===== src/rtl/wave_meter.sv =====
// Period and peak-to-peak amplitude meter for a signed sample stream.
// Rising zero crossings are found with a hysteresis band, and a no-signal flag is raised after PMAX samples with no crossing.
module wave_meter #(
    parameter int DW   = 12,
    parameter int CW   = 16,
    parameter int HYST = 16,
    parameter int PMAX = 4095
) (
    input  logic                 clk,
    input  logic                 rst,
    input  logic                 f_s,
    input  logic signed [DW-1:0] din,
    output logic [CW-1:0]        period,
    output logic [DW:0]          amp_pp,
    output logic                 valid,
    output logic                 no_sig
);

    typedef enum logic {
        SEEK_LOW  = 1'b0,
        SEEK_HIGH = 1'b1
    } state_t;

    localparam logic signed [DW-1:0] HYST_P = HYST[DW-1:0];
    localparam logic signed [DW-1:0] HYST_N = -HYST_P;
    localparam logic [CW-1:0]        PMAX_C = PMAX[CW-1:0];

    state_t                state, state_nx;
    logic                  f_s_d;
    logic                  strobe;
    logic                  crossing;
    logic                  timeout;
    logic                  first;
    logic [CW-1:0]         cnt;
    logic signed [DW-1:0]  min_q, max_q;
    logic [DW:0]           span;

    assign strobe   = f_s && !f_s_d;
    assign crossing = strobe && (state == SEEK_HIGH) && (din >= HYST_P);
    assign timeout  = strobe && !crossing && !first && (cnt == PMAX_C);

    // Widen by one bit before subtracting so a full-scale swing cannot wrap.
    assign span = {max_q[DW-1], max_q} - {min_q[DW-1], min_q};

    always_ff @(posedge clk or posedge rst) begin
        if (rst) begin
            state <= SEEK_LOW;
            f_s_d <= 1'b0;
        end else begin
            state <= state_nx;
            f_s_d <= f_s;
        end
    end

    always_comb begin
        state_nx = state;
        if (strobe) begin
            case (state)
                SEEK_LOW:  if (din <= HYST_N) state_nx = SEEK_HIGH;
                SEEK_HIGH: if (din >= HYST_P) state_nx = SEEK_LOW;
                default:   state_nx = SEEK_LOW;
            endcase
        end
        // A timeout discards any half-seen cycle, so the search restarts from the low side.
        if (timeout) state_nx = SEEK_LOW;
    end

    always_ff @(posedge clk or posedge rst) begin
        if (rst) begin
            period <= '0;
            amp_pp <= '0;
            valid  <= 1'b0;
            no_sig <= 1'b1;
            cnt    <= '0;
            min_q  <= '0;
            max_q  <= '0;
            first  <= 1'b1;
        end else begin
            valid <= 1'b0;
            if (crossing) begin
                if (!first) begin
                    period <= cnt;
                    amp_pp <= span;
                    valid  <= 1'b1;
                    no_sig <= 1'b0;
                end
                cnt   <= {{(CW-1){1'b0}}, 1'b1};
                min_q <= din;
                max_q <= din;
                first <= 1'b0;
            end else if (strobe && !first) begin
                if (timeout) begin
                    no_sig <= 1'b1;
                    first  <= 1'b1;
                end else begin
                    cnt <= cnt + 1'b1;
                    if (din < min_q) min_q <= din;
                    if (din > max_q) max_q <= din;
                end
            end
        end
    end

endmodule

===== config.mk =====
export PLATFORM = sky130hd
export DESIGN_NAME = wave_meter
export DESIGN_NICKNAME = d
export VERILOG_FILES = /design/src/rtl/wave_meter.sv
export SDC_FILE = /design/constraint.sdc
export NUM_CORES = 1
export LEC_CHECK = 0
export CORE_ASPECT_RATIO = 0.75
export CORE_MARGIN = 2
export CORE_UTILIZATION = 35
export CTS_CLUSTER_DIAMETER = 200
export DETAILED_ROUTE_END_ITERATION = 16
export DONT_BUFFER_PORTS = 1
export PLACE_DENSITY_LB_ADDON = 0.3
export SLEW_MARGIN = 10
export SYNTH_ARGS = -nofsm -noshare
export SYNTH_HDL_FRONTEND = slang
export SYNTH_SLANG_ARGS = --single-unit

===== constraint.sdc =====
create_clock -name clk -period 2.2 [get_ports clk]
set_input_delay 0.22 -clock clk [delete_from_list [all_inputs] [get_ports clk]]
set_output_delay 0.22 -clock clk [all_outputs]
set_load 0.03 [all_outputs]

==> flow_metrics.tcl, run 1 <==
set metrics [dict create \
    outcome "finished with violations" \
    violations "negative setup slack" \
    grt_pass1_wl_mm 16.7 \
    power_frac_seq_pct 29.9 \
    synth_area_per_cell_um2 10.2 \
    arrival_ns 2.60 \
    ios 46 \
    layout-drive-gt1-share_pct 29.8 \
    fmax_mhz 420 \
    start_util_pct 35.7 \
    slew_headroom_pct 56.5 \
    ys.flop_type "dfrtp_1" \
    vias_per_cell 5.02 \
    switching_power_w 0.00321 \
    synth_area_um2 4130 \
    cp_slowest_stage_delay_ns 0.39 \
    antenna_found_initial 0 \
    synth_nets 459 \
    path_buf_inv 2 \
    pwr-share-comb_pct 53.2 \
    yosysSeqAreaShare_pct 44.9 \
    core_area_um2 11600 \
    gp_congestion 0.862 \
    drtIter0Drc 202 \
    maxCapViolCount 0 \
    crit_family "compound AO/OA/AOI/OAI gates" \
    yosys_warnings 0 \
    cts_tree "yes" \
    path_class "reg2reg" \
    synthArstFlopShare_pct 100 \
    cp_slowest_cell "dfrtp_1" \
    powerDensity_nw_per_um2 1520 \
    synth_top_area_share_pct 43.6 \
    swShare_pct 40.1 \
    num_rows 34 \
    hpwl_mm 7.44 \
    power.total_w 0.00802 \
    worstSkewPairLatency_ns 0.34 \
    overflow 0 \
    period_minus_slack_ns 2.38 \
    cp_cell_sequence "inv_2 -> ha_4 -> nor2b_4 -> o211ai_1 -> a211oi_2 -> a2111oi_2 -> nor3b_2 -> or2_4 -> clkbuf_16 -> mux2_4" \
    die_area_um2 12700 \
    die_y_um 98.1 \
    peakVddDrop_mv 0.567 \
    ctsHtreeMaxLevel 3 \
    rsz0062_at_grt "true" \
    n_antenna_cell 0 \
    syn_inst 407 \
    yosys.cell_count.top_type "dfrtp_1" \
    clockBufferDepth 2 \
    grt_pass1_vias 3174 \
    area_delta_synth_final_pct 27.7 \
    timing.final.crit_share_pct 108 \
    clock_skew_ns 0.0103 \
    track_usage_pct 17.2 \
    die_w_um 129 \
    setup_violations 11 \
    grt_max_degree 39 \
    clockRootBuffer "clkbuf_16" \
    vias 3151 \
    intPower_w 0.00481 \
    numCtsBuffers 9 \
    drt_pass1_iterations 4 \
    fin_util_pct 45.6 \
    postRouteAntennaNets 0 \
    hold_ws_ns 0.0220 \
    clk_pin_slew_ns 0.06 \
    wl_per_cell_um 17.0 \
    synthTopCellsByArea "dfrtp_1, ha_1, mux2_4, nand2_1, nor2_1" \
    pre_cts_ws_ns -0.259 \
    nets 513 \
    p_leak_nw 2.53 \
    synth_cell_types 53 \
    crit_required_ns 2.42 \
    synth_top_cell_by_area "dfrtp_1" \
    clkPwrFrac_pct 16.8 \
    finalWirelength_mm 10.7 \
    drc_errors 0 \
    cts_sinks 74 \
    final-max-slew-violation-count 0 \
    setup_ws_ns -0.181 \
    hold_path_class "in2reg" \
    worstSetupEndpointType "register" \
    start_kind "register" \
    worst_slew_pin_slew_ns 0.644 \
    portBuffers 0 \
    crit_fanout 5 \
    synth_edf_count 0 \
    ys_seq_elements 74 \
    hold_violations 0 \
    synth_top_cells_by_count "dfrtp_1, nand2_1, ha_1, nor2_1, inv_1" \
]
==> worst reg2reg max path, delay by kind of cell, from the launching register on <==
kind,cells,cell delay (ns)
buffers and inverters,2,0.26
adders and majority gates,1,0.20
muxes,1,0.29
DFF,1,0.39
and+or+nand+nor,3,0.49
AOI/OAI and AO/OA,3,0.64
==> cell usage in the layout, fill, tap and decap left out, types with 3 or more instances in the layout <==
cell        count
or3_1           3
o21ai_1         6
inv_2           6
o21ai_0        12
a21o_1          4
clkbuf_16      10
nor3_1          3
ha_4            6
and3_1          5
nand3_1         6
ha_1           29
buf_4          47
nor2_1         31
dfrtp_1        72
nand4_1        10
xnor2_1         5
xor2_1         12
nand2_1        66
inv_1          25
o21a_1          3
mux2_2          3
clkinv_2        3
a21oi_2         3
nand2b_1        4
mux2_4         22
a21oi_1         9
clkinvlp_4      3
==> layer usage <==
metal	share of wire, %	vias up	wire length [um]	global-route usage [%]
met5	0	-	0	0
met4	2.0	0	212	6.12
met3	6.8	15	730	6.36
met2	44	63	4680	24.9
met1	47	1552	5060	23.6
li1	-	1521	-	-
==> state kept, by name, summed over array words and instances (netlist names) <==
signal  flops
max_q      12
amp_pp     13
min_q      12
period     16
state       1
f_s_d       1
cnt        16
first       1
no_sig      1
valid       1
==> final cells by class <==
class                           count  area [um2]
Multi-Input combinational cell    291        2360
Timing Repair Buffer               54         477
Inverter                           31         116
Tap cell                          162         203
Clock buffer                        9         225
Sequential cell                    74        1850
Fill cell                        1094        6290
Clock inverter                      7        46.3
==> logic make-up (layout without fill, tap and decap cells) <==
kind of cell             count (synthesis)  in the layout  share of synthesized area [%]
flip-flops                              74             74                           44.9
multiplexers                            27             27                           9.02
adder cells (fa/ha/maj)                 37             37                           11.4
XOR/XNOR                                19             19                           4.03
buffers and inverters                   42            101                           4.24
AND/OR/NAND/NOR                        147            147                           16.7
AO/OA/AOI/OAI                           61             61                           9.78
==> what timing repair did <==
action	in CTS	in global routing
hold buffers	2	0
setup buffers	8	9
pin swaps	11	17
setup endpoints to repair	24	24
gates resized for setup	27	29
endpoints found under the hold margin	73	0
gates cloned	1	1
==> worst paths after layout <==
path | startpoint | endpoint | cells past startpoint | slack, ns
min in group asynchronous | rst | period[7] | 3 | 0.46
max in group asynchronous | rst | max_q[10] | 3 | 1.37
hold reg to reg | min_q[7] | min_q[7] | 1 | 0.51
hold / removal | din[6] | min_q[6] | 1 | 0.02
setup / recovery | max_q[1] | max_q[10] | 10 | -0.18
setup reg to reg | max_q[1] | max_q[10] | 10 | -0.18
==> power groups by stage <==
stage | sequential [W] | combinational [W] | clock (W)
5_1_grt | 0.00246 | 0.00468 | 0.00144
2_1_floorplan | 0.00233 | 0.00215 | 0
4_1_cts | 0.00240 | 0.00365 | 0.00139
3_5_place_dp | 0.00241 | 0.00325 | 0
3_3_place_gp | 0.00240 | 0.00319 | 0
6_report | 0.00240 | 0.00427 | 0.00135
==> metrics by stage <==
stage,area (um2),std cells,setup TNS [ns]
final,5280,628,-1.86
after detailed placement,4600,596,-3.65
after global placement,4600,596,-1.92
after global routing,5280,628,-3.53
after CTS,5080,623,-1.94
after floorplan,4140,407,0
Power figures use the tool's default switching activity.
==> run 2, diff against run 1 <==
==> constraint.sdc (replaced) <==
create_clock -name clk -period 2.4 [get_ports clk]
set_input_delay 0.24 -clock clk [delete_from_list [all_inputs] [get_ports clk]]
set_output_delay 0.24 -clock clk [all_outputs]
set_load 0.03 [all_outputs]
==> run 2 against run 1 <==
Compared with the run above:
- the flow now finishes without violations
- sequential power decreased by 8%
- clock power increased by 10%
- sequential share of layout area increased by 2.1 points
- via count decreased by 6.1%
- cell area decreased by 5.6%
- combinational power decreased by 30%
- critical path type unchanged
- critical endpoint is now max_q[9]
==> flow_metrics.tcl, run 2 (synthesized netlist as in run 1, its figures left out) <==
set metrics [dict create \
    outcome "finished clean" \
    overflow 0 \
    clockBufferDepth 2 \
    worst_slew_pin_slew_ns 0.648 \
    r2r-end "max_q[9]" \
    top_regs "cnt x16, period x16, amp_pp x13" \
    min-delay-start "din[10]" \
    portBuffers 0 \
    setup_ws_ns 0.0219 \
    finalWirelength_mm 10.0 \
    final_common_cell "dfrtp_1" \
    track_usage_pct 16.6 \
    crit_fanout 5 \
    maxCapViolCount 0 \
    cts_tree "yes" \
    core_area_um2 11600 \
    wl_per_cell_um 16.7 \
    grt_max_degree 75 \
    hpwl_mm 7.03 \
    drtIter0Drc 147 \
    die_area_um2 12700 \
    grt_pass1_vias 3089 \
    final-max-slew-violation-count 0 \
    hold_path_class "in2reg" \
    ios 46 \
    ctsHtreeMaxLevel 3 \
    pre_cts_ws_ns -0.0714 \
    drc_errors 0 \
    powerDensity_nw_per_um2 1340 \
    slew_headroom_pct 56.2 \
    start_kind "register" \
    ff2ff_setup_slack_ns 0.02 \
    cp_slowest_cell "dfrtp_1" \
    arrival_ns 2.61 \
    setup_violations 0 \
    placedCellCount 573 \
    clockRootBuffer "clkbuf_16" \
    r2r-start "max_q[10]" \
    finalNonFillerCells 599 \
    numCtsBuffers 9 \
    place_area_um2 4430 \
    die_y_um 98.1 \
    vias_per_cell 4.94 \
    num_rows 34 \
    fmax_mhz 421 \
    peakVddDrop_mv 0.545 \
    path_class "reg2reg" \
    clock_skew_ns 0.00640 \
    die_w_um 129 \
    gp_congestion 0.835 \
    start_util_pct 35.7 \
    worstSkewPairLatency_ns 0.34 \
    drt_pass1_iterations 4 \
    layout-drive-gt1-share_pct 20.6 \
    cp_slowest_stage_delay_ns 0.38 \
    power.total_w 0.00667 \
    worstSetupEndpointType "register" \
    nets 484 \
    crit_required_ns 2.63 \
    area_delta_synth_final_pct 20.6 \
    reg2reg_depth 9 \
    n_antenna_cell 0 \
    cp_cell_sequence "inv_1 -> ha_4 -> nand4_1 -> a211oi_2 -> a2111oi_4 -> nor3b_2 -> or2_4 -> clkbuf_16 -> mux2_4" \
    cts_sinks 74 \
    hold_end "max_q[10]" \
    period_minus_slack_ns 2.38 \
    nFillCells 1091 \
    hold_path_depth 1 \
    hold_violations 0 \
    vias 2959 \
    p_leak_nw 2.39 \
    postRouteAntennaNets 0 \
    clk_pin_slew_ns 0.06 \
    mostFrequentLayoutCells "dfrtp_1, nand2_1, nor2_1, ha_1, inv_1" \
    grt_pass1_wl_mm 16.3 \
    timing.final.crit_share_pct 99.1 \
    antenna_found_initial 0 \
    post-route-cell-area_um2 4980 \
]
run 2: cell count changes in the layout (fill, tap and decap cells not counted), sizes merged:
cell,delta
inv,+1
clkinvlp,-1
buf,-29
bufinv,+2
clkbuf,+1
clkinv,-3
run 2: report_power, final:
part | leakage (nW) | internal (W) | switching (W) | total (W)
combinational | 1.29 | 0.00149 | 0.00148 | 0.00297
sequential | 0.939 | 0.00163 | 0.000576 | 0.00220
clock | 0.155 | 0.000940 | 0.000553 | 0.00149
run 2: area by class of cell:
class	instances	area [um2]	area share, %
multi-input cells	291	2230	44.8
flip-flops and latches	74	1850	37.2
clock inverters	6	88.8	1.78
clock buffers	10	239	4.80
repair buffers	25	248	4.97
well taps	162	203	4.07
inverters	31	116	2.34
run 2: worst max-delay path by stage:
stage               from        to  slack, ns  cells after the start
2_1_floorplan   max_q[1]  max_q[1]       0.17                     10
3_3_place_gp   max_q[11]  max_q[5]       0.09                      9
3_5_place_dp    max_q[1]  max_q[1]      -0.07                     10
4_1_cts        max_q[10]  max_q[1]       0.03                      9
5_1_grt        max_q[10]  max_q[9]      -0.07                      9
6_report       max_q[10]  max_q[9]       0.02                      9
run 2: critical path, delay by kind of cell, from the launching register on:
family | cells | cell delay, ns
AO/OA/AOI/OAI | 2 | 0.42
adder cells (fa/ha/maj) | 1 | 0.29
AND/OR/NAND/NOR | 3 | 0.62
multiplexers | 1 | 0.30
buffers and inverters | 2 | 0.25
flip-flops | 1 | 0.38
run 2: through the flow:
step | hold WS, ns | util, % | TNS (ns)
6_report | 0.0379 | 43.0 | 0
5_1_grt | 0.0320 | 43.0 | -0.496
4_1_cts | 0.0282 | 41.5 | 0
3_5_place_dp | 0.248 | 38.2 | -0.602
3_3_place_gp | 0.249 | 38.2 | 0
2_1_floorplan | 0.271 | - | 0
run 2: routing by layer:
| metal | up-vias | global-route usage, % | part of all wire [%] |
|---|---|---|---|
| met1 | 1436 | 23.4 | 48 |
| met3 | 15 | 6.19 | 7.0 |
| met4 | 0 | 5.79 | 1.9 |
| li1 | 1450 | - | - |
| met2 | 58 | 23.3 | 43 |
| met5 | - | 0 | 0 |
run 2: repair_timing:
item	in CTS	in global routing
hold endpoints to repair	73	0
gates cloned	0	1
resized for setup	3	18
pin swaps	0	8
hold buffers	2	0
buffers inserted	2	5
setup endpoints to repair	9	24
==> run 3, diff against run 2 <==
--- a/config.mk
+++ b/config.mk
@@ -11,6 +11,7 @@
 export CTS_CLUSTER_DIAMETER = 200
 export DETAILED_ROUTE_END_ITERATION = 16
 export DONT_BUFFER_PORTS = 1
+export GPL_TIMING_DRIVEN = 0
 export PLACE_DENSITY_LB_ADDON = 0.3
 export SLEW_MARGIN = 10
 export SYNTH_ARGS = -nofsm -noshare
==> run 3 against run 2 <==
Compared with the run above:
- the run now ends with negative setup slack left
- sequential share of layout area increased by 1.2 points
- register-to-register slack got worse by 0.04 ns
- routed wire length is 4.5% lower
- first-iteration DRC count down 6.8%
- utilization down 1.3 points
- critical path depth up 1
- largest power group unchanged
- highest routed layer unchanged
==> flow_metrics.tcl, run 3 (synthesized netlist as in run 1, its figures left out) <==
set metrics [dict create \
    rsz0062_at_grt "true" \
    nFillCells 1147 \
    portBuffers 0 \
    die_w_um 129 \
    grt_util_met1_pct 24.6 \
    path_class "reg2reg" \
    setup_ws_ns -0.0170 \
    grt_pass1_wl_mm 15.9 \
    pre_cts_ws_ns -0.121 \
    violations "negative setup slack" \
    antenna_found_initial 0 \
    post-route-cell-area_um2 4830 \
    wl_per_cell_um 16.0 \
    cts_tree "yes" \
    die_area_um2 12700 \
    num_rows 34 \
    cts_sinks 74 \
    crit_required_ns 2.62 \
    path_buf_inv 2 \
    finalWirelength_mm 9.55 \
    vias_per_cell 4.92 \
    worstSkewPairLatency_ns 0.34 \
    arrival_ns 2.63 \
    slew_headroom_pct 47.9 \
    drt_pass1_iterations 4 \
    timing.final.crit_share_pct 101 \
    gp_congestion 0.817 \
    worstSetupEndpointType "register" \
    postRouteAntennaNets 0 \
    clk_pin_slew_ns 0.06 \
    final-max-slew-violation-count 0 \
    die_y_um 98.1 \
    clockRootBuffer "clkbuf_16" \
    ios 46 \
    cp_slowest_cell "dfrtp_1" \
    maxCapViolCount 0 \
    start_util_pct 35.7 \
    cp_slowest_stage_delay_ns 0.39 \
    setup_violations 5 \
    place_area_um2 4360 \
    crit_family "compound AO/OA/AOI/OAI gates" \
    drtIter0Drc 137 \
    p_leak_nw 2.34 \
    crit_cells 10 \
    track_usage_pct 16.4 \
    grt_max_degree 55 \
    hpwl_mm 6.87 \
    vias 2934 \
    hold_path_depth 1 \
    clock_skew_ns 0.00676 \
    worst_slew_pin_slew_ns 0.772 \
    fmax_mhz 414 \
    mostFrequentLayoutCells "dfrtp_1, nand2_1, ha_1" \
    numCtsBuffers 9 \
    top_regs "cnt x16, period x16, amp_pp x13" \
    drc_errors 0 \
    ctsHtreeMaxLevel 3 \
    area_delta_synth_final_pct 16.9 \
    peakVddDrop_mv 0.485 \
    n_antenna_cell 0 \
    outcome "finished with violations" \
    crit_start "max_q[1]" \
    fin_util_pct 41.7 \
    period_minus_slack_ns 2.42 \
    final_common_cell "dfrtp_1" \
    r2r-start "max_q[1]" \
    nets 481 \
    cp_cell_sequence "inv_2 -> ha_4 -> nor2b_4 -> o211ai_1 -> a211oi_2 -> a2111oi_2 -> nor3b_2 -> or2_4 -> buf_8 -> mux2_4" \
    powerDensity_nw_per_um2 1300 \
    min-delay-start "din[5]" \
    totalNegativeSetupSlack_ns -0.0552 \
    hold_path_class "in2reg" \
    overflow 0 \
    grt_pass1_vias 2966 \
    grt.met2_usage_pct 21.3 \
    start_kind "register" \
    layout-drive-gt1-share_pct 16.8 \
    hold_violations 0 \
    reg2reg_depth 10 \
    core_area_um2 11600 \
    crit_fanout 5 \
    grt.met3_usage_pct 6.79 \
    clockBufferDepth 2 \
    grt.busiest_layer "met1" \
]
## run 3: changes by cell type in the layout (fill, tap and decap cells not counted), moves of 2 or more
cell | previous run | this run
ha_1 | 32 | 35
buf_12 | 3 | 0
inv_2 | 3 | 1
buf_2 | 0 | 2
clkinvlp_4 | 2 | 0
buf_16 | 0 | 2
ha_4 | 4 | 1
buf_6 | 0 | 2
clkbuf_1 | 0 | 10
buf_4 | 19 | 6
## run 3: metrics by stage
| step | cells | hold WS, ns | power [W] |
|---|---|---|---|
| CTS | 594 | 0.0355 | 0.00616 |
| detailed placement | 570 | 0.0918 | 0.00468 |
| global route | 596 | 0.0336 | 0.00676 |
| finish | 596 | 0.0475 | 0.00626 |
| global placement | 569 | 0.272 | 0.00462 |
| floorplan | 407 | 0.271 | 0.00409 |
## run 3: worst reg2reg max path, stage by stage, from the launching register on
cell,delay [ns]
dfrtp_1,0.39
inv_2,0.09
ha_4,0.20
nor2b_4,0.12
o211ai_1,0.25
a211oi_2,0.12
a2111oi_2,0.29
nor3b_2,0.11
or2_4,0.28
buf_8,0.15
mux2_4,0.30
## run 3: path summary, 6_finish.rpt
path / slack [ns] / to
hold reg to reg: 0.50 / first
max in group asynchronous: 1.45 / no_sig
setup reg to reg: -0.02 / max_q[1]
setup / recovery: -0.02 / max_q[1]
hold / removal: 0.05 / max_q[5]
min in group asynchronous: 0.34 / amp_pp[3]
## run 3: power by group
part	leakage, nW	internal (W)	switching, W	total [W]
Clock	0.144	0.000831	0.000507	0.00134
Sequential	0.939	0.00163	0.000587	0.00222
Combinational	1.25	0.00133	0.00138	0.00271
Total	2.34	0.00379	0.00247	0.00626
## run 3: layout make-up
class                           count  area (um2)  area share, %
Buffer                             11        62.6           1.30
Clock buffer                       13         250           5.18
Clock inverter                      3        40.0          0.829
Inverter                           31         119           2.46
Multi-Input combinational cell    291        2170           44.9
Sequential cell                    74        1850           38.4
Tap cell                          162         203           4.20
Timing Repair Buffer               11         131           2.72
## run 3: routing by layer
layer | wire length [um] | up-vias
met2 | 3830 | 60
met3 | 683 | 9
met4 | 123 | 0
li1 | - | 1451
met1 | 4910 | 1414
met5 | 0 | -
## run 3: timing repair
action,4_1_cts,5_1_grt
pin swaps,1,3
resized for setup,7,12
setup buffers,5,2
endpoints found under the setup margin,14,22
cloned,1,0
endpoints found under the hold margin,21,0
hold buffers,2,0
